--- src/rtl/aximm_pkg.sv ---
// Shared AXI encodings and FSM state types for the buffer-RAM AXI master.
package aximm_pkg;

    localparam logic [1:0] RESP_OKAY  = 2'b00;
    localparam logic [1:0] BURST_INCR = 2'b01;

    typedef enum logic [1:0] {
        IB_IDLE,
        IB_AW_W,
        IB_WAIT_B
    } ibState_e;

    typedef enum logic [1:0] {
        OB_IDLE,
        OB_AR,
        OB_RDATA,
        OB_DONE
    } obState_e;

endpackage

--- src/rtl/aximm_rd_prefetch.sv ---
// Two-entry skid FIFO in front of a 1-cycle-latency RAM read port.
// Reads addresses 0..len once per start and presents them as a valid/ready
// stream; keeps occupancy plus in-flight reads at or below two so a beat
// is never dropped when the consumer stalls.
module aximm_rd_prefetch
    import aximm_pkg::*;
#(
    parameter int DATA_W = 128,
    parameter int RAM_AW = 8
)
(
    input  logic              clk,
    input  logic              rst_n,
    input  logic              start,
    input  logic [7:0]        len,
    output logic              ramRdEn,
    output logic [RAM_AW-1:0] ramRdAddr,
    input  logic [DATA_W-1:0] ramRdData,
    output logic              outValid,
    output logic [DATA_W-1:0] outData,
    output logic              outLast,
    input  logic              outReady
);

    logic [7:0]        lenQ;
    logic [8:0]        issueCnt;
    logic [8:0]        popCnt;
    logic              busy;
    logic              inflight;
    logic [1:0]        count;
    logic              wrPtr;
    logic              rdPtr;
    logic [DATA_W-1:0] mem [2];
    logic              pop;
    logic [2:0]        occAfter;

    assign outValid  = (count != 2'd0);
    assign outData   = mem[rdPtr];
    assign outLast   = outValid && (popCnt == {1'b0, lenQ});
    assign pop       = outValid && outReady;
    assign occAfter  = {1'b0, count} + {2'b00, inflight} - {2'b00, pop};
    assign ramRdEn   = busy && (issueCnt <= {1'b0, lenQ}) && (occAfter < 3'd2);
    assign ramRdAddr = RAM_AW'(issueCnt);

    // Read issue, in-flight tracking and FIFO pointer/occupancy bookkeeping.
    always_ff @(posedge clk or negedge rst_n) begin
        if (!rst_n) begin
            lenQ     <= '0;
            issueCnt <= '0;
            popCnt   <= '0;
            busy     <= 1'b0;
            inflight <= 1'b0;
            count    <= '0;
            wrPtr    <= 1'b0;
            rdPtr    <= 1'b0;
        end else if (start) begin
            lenQ     <= len;
            issueCnt <= '0;
            popCnt   <= '0;
            busy     <= 1'b1;
            inflight <= 1'b0;
            count    <= '0;
            wrPtr    <= 1'b0;
            rdPtr    <= 1'b0;
        end else begin
            inflight <= ramRdEn;
            count    <= count + {1'b0, inflight} - {1'b0, pop};
            if (ramRdEn) begin
                issueCnt <= issueCnt + 9'd1;
            end
            if (inflight) begin
                wrPtr <= ~wrPtr;
            end
            if (pop) begin
                rdPtr  <= ~rdPtr;
                popCnt <= popCnt + 9'd1;
                if (outLast) begin
                    busy <= 1'b0;
                end
            end
        end
    end

    // Capture RAM read data the cycle after each read strobe.
    always_ff @(posedge clk or negedge rst_n) begin
        if (!rst_n) begin
            mem[0] <= '0;
            mem[1] <= '0;
        end else if (inflight) begin
            mem[wrPtr] <= ramRdData;
        end
    end

endmodule

--- src/rtl/aximm_buf_master.sv ---
// AXI4 master between the DMA buffer RAMs and the interconnect.
// Inbound: drains the inbound RAM as one INCR write burst, then frees it.
// Outbound: fills the outbound RAM from one INCR read burst, then signals done.
// The two directions share nothing and may run at the same time.
module aximm_buf_master
    import aximm_pkg::*;
#(
    parameter int ADDR_W = 64,
    parameter int DATA_W = 128,
    parameter int RAM_AW = 8
)
(
    input  logic                clk,
    input  logic                rst_n,
    // inbound buffer side
    input  logic                ib_data_valid,
    output logic                ib_ram_valid,
    input  logic [ADDR_W-1:0]   ib_axi_addr,
    input  logic [7:0]          ib_len,
    output logic                ib_ram_rd_en,
    output logic [RAM_AW-1:0]   ib_ram_rd_addr,
    input  logic [DATA_W-1:0]   ib_ram_rd_data,
    output logic                ib_err,
    // outbound buffer side
    input  logic                ob_req_valid,
    output logic                ob_req_ready,
    input  logic [ADDR_W-1:0]   ob_axi_addr,
    input  logic [7:0]          ob_len,
    input  logic                ob_ram_valid,
    output logic                ob_data_valid,
    output logic                ob_ram_wr_en,
    output logic [RAM_AW-1:0]   ob_ram_wr_addr,
    output logic [DATA_W-1:0]   ob_ram_wr_data,
    output logic                ob_err,
    // AXI write channels
    output logic                m_awvalid,
    input  logic                m_awready,
    output logic [ADDR_W-1:0]   m_awaddr,
    output logic [7:0]          m_awlen,
    output logic [2:0]          m_awsize,
    output logic [1:0]          m_awburst,
    output logic                m_wvalid,
    input  logic                m_wready,
    output logic [DATA_W-1:0]   m_wdata,
    output logic [DATA_W/8-1:0] m_wstrb,
    output logic                m_wlast,
    input  logic                m_bvalid,
    output logic                m_bready,
    input  logic [1:0]          m_bresp,
    // AXI read channels
    output logic                m_arvalid,
    input  logic                m_arready,
    output logic [ADDR_W-1:0]   m_araddr,
    output logic [7:0]          m_arlen,
    output logic [2:0]          m_arsize,
    output logic [1:0]          m_arburst,
    input  logic                m_rvalid,
    output logic                m_rready,
    input  logic [DATA_W-1:0]   m_rdata,
    input  logic [1:0]          m_rresp,
    input  logic                m_rlast
);

    localparam logic [2:0] AXI_SIZE = 3'($clog2(DATA_W / 8));

    // ---------------- inbound (AXI write) ----------------
    ibState_e          ibState;
    ibState_e          ibNext;
    logic [ADDR_W-1:0] ibAddrQ;
    logic [7:0]        ibLenQ;
    logic              awDone;
    logic              wDone;
    logic              ibErrQ;
    logic              ibStart;
    logic              pfValid;
    logic              pfLast;
    logic [DATA_W-1:0] pfData;
    logic              wHs;

    assign ibStart   = (ibState == IB_IDLE) && ib_data_valid;
    assign wHs       = pfValid && m_wready;
    assign m_awaddr  = ibAddrQ;
    assign m_awlen   = ibLenQ;
    assign m_awsize  = AXI_SIZE;
    assign m_awburst = BURST_INCR;
    assign m_wvalid  = pfValid;
    assign m_wdata   = pfData;
    assign m_wstrb   = '1;
    assign m_wlast   = pfLast;
    assign ib_err    = ibErrQ;

    aximm_rd_prefetch #(
        .DATA_W (DATA_W),
        .RAM_AW (RAM_AW)
    ) u_prefetch (
        .clk       (clk),
        .rst_n     (rst_n),
        .start     (ibStart),
        .len       (ib_len),
        .ramRdEn   (ib_ram_rd_en),
        .ramRdAddr (ib_ram_rd_addr),
        .ramRdData (ib_ram_rd_data),
        .outValid  (pfValid),
        .outData   (pfData),
        .outLast   (pfLast),
        .outReady  (m_wready)
    );

    // Inbound state register.
    always_ff @(posedge clk or negedge rst_n) begin
        if (!rst_n) begin
            ibState <= IB_IDLE;
        end else begin
            ibState <= ibNext;
        end
    end

    // Inbound next state and channel handshake outputs.
    always_comb begin
        ibNext       = ibState;
        ib_ram_valid = 1'b0;
        m_awvalid    = 1'b0;
        m_bready     = 1'b0;
        case (ibState)
            IB_IDLE: begin
                ib_ram_valid = 1'b1;
                if (ib_data_valid) begin
                    ibNext = IB_AW_W;
                end
            end
            IB_AW_W: begin
                m_awvalid = !awDone;
                if ((awDone || m_awready) && (wDone || (wHs && pfLast))) begin
                    ibNext = IB_WAIT_B;
                end
            end
            IB_WAIT_B: begin
                m_bready = 1'b1;
                if (m_bvalid) begin
                    ibNext = IB_IDLE;
                end
            end
            default: ibNext = IB_IDLE;
        endcase
    end

    // Latch burst parameters at start; track AW/W completion; time the error pulse.
    always_ff @(posedge clk or negedge rst_n) begin
        if (!rst_n) begin
            ibAddrQ <= '0;
            ibLenQ  <= '0;
            awDone  <= 1'b0;
            wDone   <= 1'b0;
            ibErrQ  <= 1'b0;
        end else begin
            ibErrQ <= (ibState == IB_WAIT_B) && m_bvalid && (m_bresp != RESP_OKAY);
            if (ibStart) begin
                ibAddrQ <= ib_axi_addr;
                ibLenQ  <= ib_len;
                awDone  <= 1'b0;
                wDone   <= 1'b0;
            end else begin
                if ((ibState == IB_AW_W) && !awDone && m_awready) begin
                    awDone <= 1'b1;
                end
                if (wHs && pfLast) begin
                    wDone <= 1'b1;
                end
            end
        end
    end

    // ---------------- outbound (AXI read) ----------------
    obState_e          obState;
    obState_e          obNext;
    logic [ADDR_W-1:0] obAddrQ;
    logic [7:0]        obLenQ;
    logic [7:0]        obBeat;
    logic              obErrAcc;
    logic              obAccept;
    logic              rHs;
    logic              lastBeat;

    assign obAccept  = (obState == OB_IDLE) && ob_ram_valid && ob_req_valid;
    assign rHs       = (obState == OB_RDATA) && m_rvalid;
    assign lastBeat  = (obBeat == obLenQ);
    assign m_araddr  = obAddrQ;
    assign m_arlen   = obLenQ;
    assign m_arsize  = AXI_SIZE;
    assign m_arburst = BURST_INCR;

    // Outbound state register.
    always_ff @(posedge clk or negedge rst_n) begin
        if (!rst_n) begin
            obState <= OB_IDLE;
        end else begin
            obState <= obNext;
        end
    end

    // Outbound next state, request/AR/R handshakes and completion pulse.
    always_comb begin
        obNext        = obState;
        ob_req_ready  = 1'b0;
        m_arvalid     = 1'b0;
        m_rready      = 1'b0;
        ob_data_valid = 1'b0;
        ob_err        = 1'b0;
        case (obState)
            OB_IDLE: begin
                ob_req_ready = ob_ram_valid;
                if (ob_ram_valid && ob_req_valid) begin
                    obNext = OB_AR;
                end
            end
            OB_AR: begin
                m_arvalid = 1'b1;
                if (m_arready) begin
                    obNext = OB_RDATA;
                end
            end
            OB_RDATA: begin
                m_rready = 1'b1;
                if (m_rvalid && lastBeat) begin
                    obNext = OB_DONE;
                end
            end
            OB_DONE: begin
                ob_data_valid = 1'b1;
                ob_err        = obErrAcc;
                obNext        = OB_IDLE;
            end
            default: obNext = OB_IDLE;
        endcase
    end

    // Latch request, count beats, register RAM writes and collect errors.
    always_ff @(posedge clk or negedge rst_n) begin
        if (!rst_n) begin
            obAddrQ        <= '0;
            obLenQ         <= '0;
            obBeat         <= '0;
            obErrAcc       <= 1'b0;
            ob_ram_wr_en   <= 1'b0;
            ob_ram_wr_addr <= '0;
            ob_ram_wr_data <= '0;
        end else begin
            ob_ram_wr_en <= rHs;
            if (obAccept) begin
                obAddrQ  <= ob_axi_addr;
                obLenQ   <= ob_len;
                obBeat   <= '0;
                obErrAcc <= 1'b0;
            end
            if (rHs) begin
                ob_ram_wr_addr <= RAM_AW'(obBeat);
                ob_ram_wr_data <= m_rdata;
                obBeat         <= obBeat + 8'd1;
                if ((m_rresp != RESP_OKAY) || (m_rlast != lastBeat)) begin
                    obErrAcc <= 1'b1;
                end
            end
        end
    end

endmodule

--- config.mk ---
export PLATFORM = sky130hd
export DESIGN_NAME = aximm_buf_master
export DESIGN_NICKNAME = d
export VERILOG_FILES = /design/src/rtl/aximm_pkg.sv /design/src/rtl/aximm_rd_prefetch.sv /design/src/rtl/aximm_buf_master.sv
export SDC_FILE = /design/constraint.sdc
export NUM_CORES = 1
export LEC_CHECK = 0
export ABC_CLOCK_PERIOD_IN_PS = 4700
export CORE_AREA = 2 2 342 344
export DETAILED_ROUTE_END_ITERATION = 7
export DIE_AREA = 0 0 344 346
export HOLD_SLACK_MARGIN = 0.03
export SLEW_MARGIN = 20
export SYNTH_ARGS = -nofsm -noshare
export SYNTH_HDL_FRONTEND = slang
export SYNTH_SLANG_ARGS = --single-unit
export TNS_END_PERCENT = 30
--- constraint.sdc ---
create_clock -name clk -period 4.7 [get_ports clk]
set_clock_uncertainty 0.15 [all_clocks]
set_input_delay 1.175 -clock clk [delete_from_list [all_inputs] [get_ports clk]]
set_output_delay 1.175 -clock clk [all_outputs]
set_load 0.02 [all_outputs]
==> metrics.txt <==
antenna-violating nets left=0; mean area per synthesized cell=11.9 um^2; post-DR wirelength/cell=20.6 um; final hold slack=0.319 ns; hold path startpoint=ob_ram_wr_data[102]; vias in the first global route=18853; Area growth syn-to-layout=53.8%; Core Box Area=115000 um^2; Tot Pwr=28.7 mW; layout cells sized above 1=22.1%; Most used DFF post-synth=dfrtp_1; Worst slew margin=35.2%; CTS tree=built; Die Wd=344 um; Vias/cell=4.08; Detailed Route WL=91.8 mm; First-pass DRT Iterations=5; reg-to-reg endpoint=u_prefetch.issueCnt[7]; Worst Hold End=ob_ram_wr_data[102]; root buf cell=clkbuf_16; pwr dens=778 nW/um^2; Final Cycle Share=95.7%; crit path capture type=output port; total grt overflow=0; Layout Utilization=32.0%; Skew-Pair Late Insertion Delay=0.64 ns; area occupied by multi-input gates=8940 um^2; RSZ-0062 raised after global routing=no; dominant cell by count in the synthesized netlist=nand2_1; YS warnings=0; Final GP Congestion=0.885; sequential area share after synthesis=60.2%; worst reg2reg path depth=14; Post-synth ARST share=100%; Die H=346 um; Max Clock Freq=0.222 GHz; clk sinks=577; Final Hold Fails=0; largest stage delay on the critical path=0.55 ns; Layout Nets=3292; Rows=125; post-synth top area share=60.2%; status=complete, no violations; storage element area=14400 um^2; MaxCap Viol Count=0; count of cell types in the netlist=45; hold crit path type=register to register; Starting Density=20.8%; htree depth=3; WP buf/inv=5; Post-synth top cells=nand2_1 (643), dfrtp_1 (577), mux2_2 (458); global-route wire length before repair=131 mm; crit path kind=register to output port; initial drt markers=904; initial antenna violation count=29; Area contributors post-synth=dfrtp_1 (60%), mux2_2 (22%), nand2_1 (10%); Clock Tree Buf Depth=3; Leak=16.0 nW; clk slew on worst S/H paths=0.06 ns; setup slack, reg-to-reg=1.36 ns; R2R Path Start=u_prefetch.count[1]; kind of cell adding the most delay to the critical path=adder cells; flops & latches, synth=577; CTS buffer count=75; VDD IR max=0.347 mV; Worst path depth=12; Ports=870; critical-path cell list=or2_2, nand2_2, inv_4, ha_1, inv_1, ha_2, inv_1, fa_2, nand4b_1, or2_4, inv_4, buf_12; hold buffers post-CTS=0; Die Area=119000 um^2; Worst setup SP type=register; setup TNS=0 ns; crit-path max FO=3; endpoints failing setup=0; post-synthesis instance total=2011; number of port buffers=843; fillcell total=11733; Hold Crit Depth=2; DRC Markers=0; largest net degree at the start of global routing=92; Final min period=4.50 ns; fin. max-slew vios=0; Detail Placement HPWL=69.7 mm; crit path DAT=3.17 ns; slowest library cell on the worst path=fa_2; Post-synth EDFFs=0; Worst-Margin Slew=0.972 ns; Total Routing Usage GR=14.9%; synthesized area=24000 um^2; via count=18152; leading area contributor after synthesis=dfrtp_1; Worst Path Required=3.38 ns
[registers in the layout (all words and copies together), names as in the netlist]
signal and flops:
awDone 1, ibState 2, ib_err 1, m_araddr 64, m_arlen 8, m_awaddr 64
obBeat 8, obErrAcc 1, obState 2, ob_ram_wr_addr 8, ob_ram_wr_data 128, ob_ram_wr_en 1
u_prefetch.busy 1, u_prefetch.count 2, u_prefetch.inflight 1, u_prefetch.issueCnt 9, u_prefetch.lenQ 8, u_prefetch.mem 256
u_prefetch.popCnt 9, u_prefetch.rdPtr 1, u_prefetch.wrPtr 1, wDone 1
[worst min-delay path, stage by stage (launching register included)]
cell and delay, ns:
dfrtp_1 0.34, nand2_1 0.05, nand2_1 0.05
[cell usage in the layout (no fill, tap or decap), types with 4 or more instances in the layout]
| cell | synthesis | layout |
|---|---|---|
| clkinvlp_4 | 0 | 6 |
| clkbuf_16 | 0 | 76 |
| o31ai_1 | 4 | 4 |
| clkdlybuf4s50_1 | 0 | 840 |
| nor2_1 | 27 | 26 |
| buf_4 | 34 | 22 |
| diode_2 | 0 | 9 |
| nand3_1 | 7 | 6 |
| buf_12 | 0 | 19 |
| inv_1 | 20 | 19 |
| nand2_1 | 643 | 639 |
| clkinv_2 | 0 | 10 |
| ha_1 | 17 | 16 |
| xor2_1 | 5 | 5 |
| and3_1 | 6 | 6 |
| conb_1 | 2 | 26 |
| clkinv_8 | 0 | 4 |
| dfrtp_1 | 577 | 576 |
| clkbuf_8 | 0 | 18 |
| a21oi_1 | 12 | 12 |
| nand4_1 | 9 | 9 |
| mux2_2 | 458 | 458 |
| clkbuf_1 | 78 | 11 |
| o21ai_0 | 23 | 23 |
| xnor2_1 | 23 | 23 |
[power breakdown]
part | switching, mW | leakage (nW) | internal [mW] | total, mW
combinational | 7.22 | 7.80 | 6.85 | 14.1
clock | 2.40 | 1.22 | 3.45 | 5.85
sequential | 1.38 | 7.01 | 7.39 | 8.78
total | 11.0 | 16.0 | 17.7 | 28.7
[kinds of logic (layout without fill, tap and decap cells)]
logic type,count (synthesis),count (layout),share of synthesized area (%)
buf+inv,158,1038,3.13
mux,458,458,21.5
xor+xnor,28,28,1.02
fa+ha+maj,18,18,0.970
compound gates,55,55,1.45
other cells,2,35,0.0313
simple gates,715,715,11.7
flops,577,577,60.2
[cell type report]
cell class / count / share of cell area (%)
Tap cell: 1524 / 5.17
Clock inverter: 28 / 0.885
Clock buffer: 105 / 5.94
Multi-Input combinational cell: 1300 / 24.2
Antenna cell: 9 / 0.0610
Sequential cell: 577 / 39.1
Timing Repair Buffer: 883 / 24.3
Inverter: 22 / 0.244
[through the flow]
stage	setup WS, ns	cell area [um^2]	cells
4_1_cts	0.0102	36800	4437
3_3_place_gp	-0.130	34300	4304
2_1_floorplan	0.272	24100	2035
5_1_grt	0.0201	36900	4440
3_5_place_dp	-0.109	34300	4304
6_report	0.204	36900	4448
[how the worst max path moves through the flow]
stage | from | slack, ns | endpoint
3_3_place_gp | m_wready | -0.13 | ib_ram_rd_en
3_5_place_dp | m_wready | -0.11 | ib_ram_rd_en
2_1_floorplan | m_wready | 0.27 | ib_ram_rd_en
5_1_grt | u_prefetch.count[1] | 0.02 | ib_ram_rd_en
4_1_cts | m_wready | 0.01 | ib_ram_rd_en
6_report | u_prefetch.count[1] | 0.20 | ib_ram_rd_en
[per-layer routing]
layer / global-route usage [%] / part of all wire (%)
met1: 16.5 / 38
met2: 24.7 / 47
met3: 7.25 / 11
met4: 5.43 / 3.4
met5: 0 / 0.20
[what timing repair did]
item | CTS | global route
pin swaps | 0 | 5
resized for setup | 4 | 5
setup buffers | 0 | 2
setup endpoints to repair | 1 | 1
cloned | 0 | 0
Note: power is estimated with default switching activity, not from simulation.
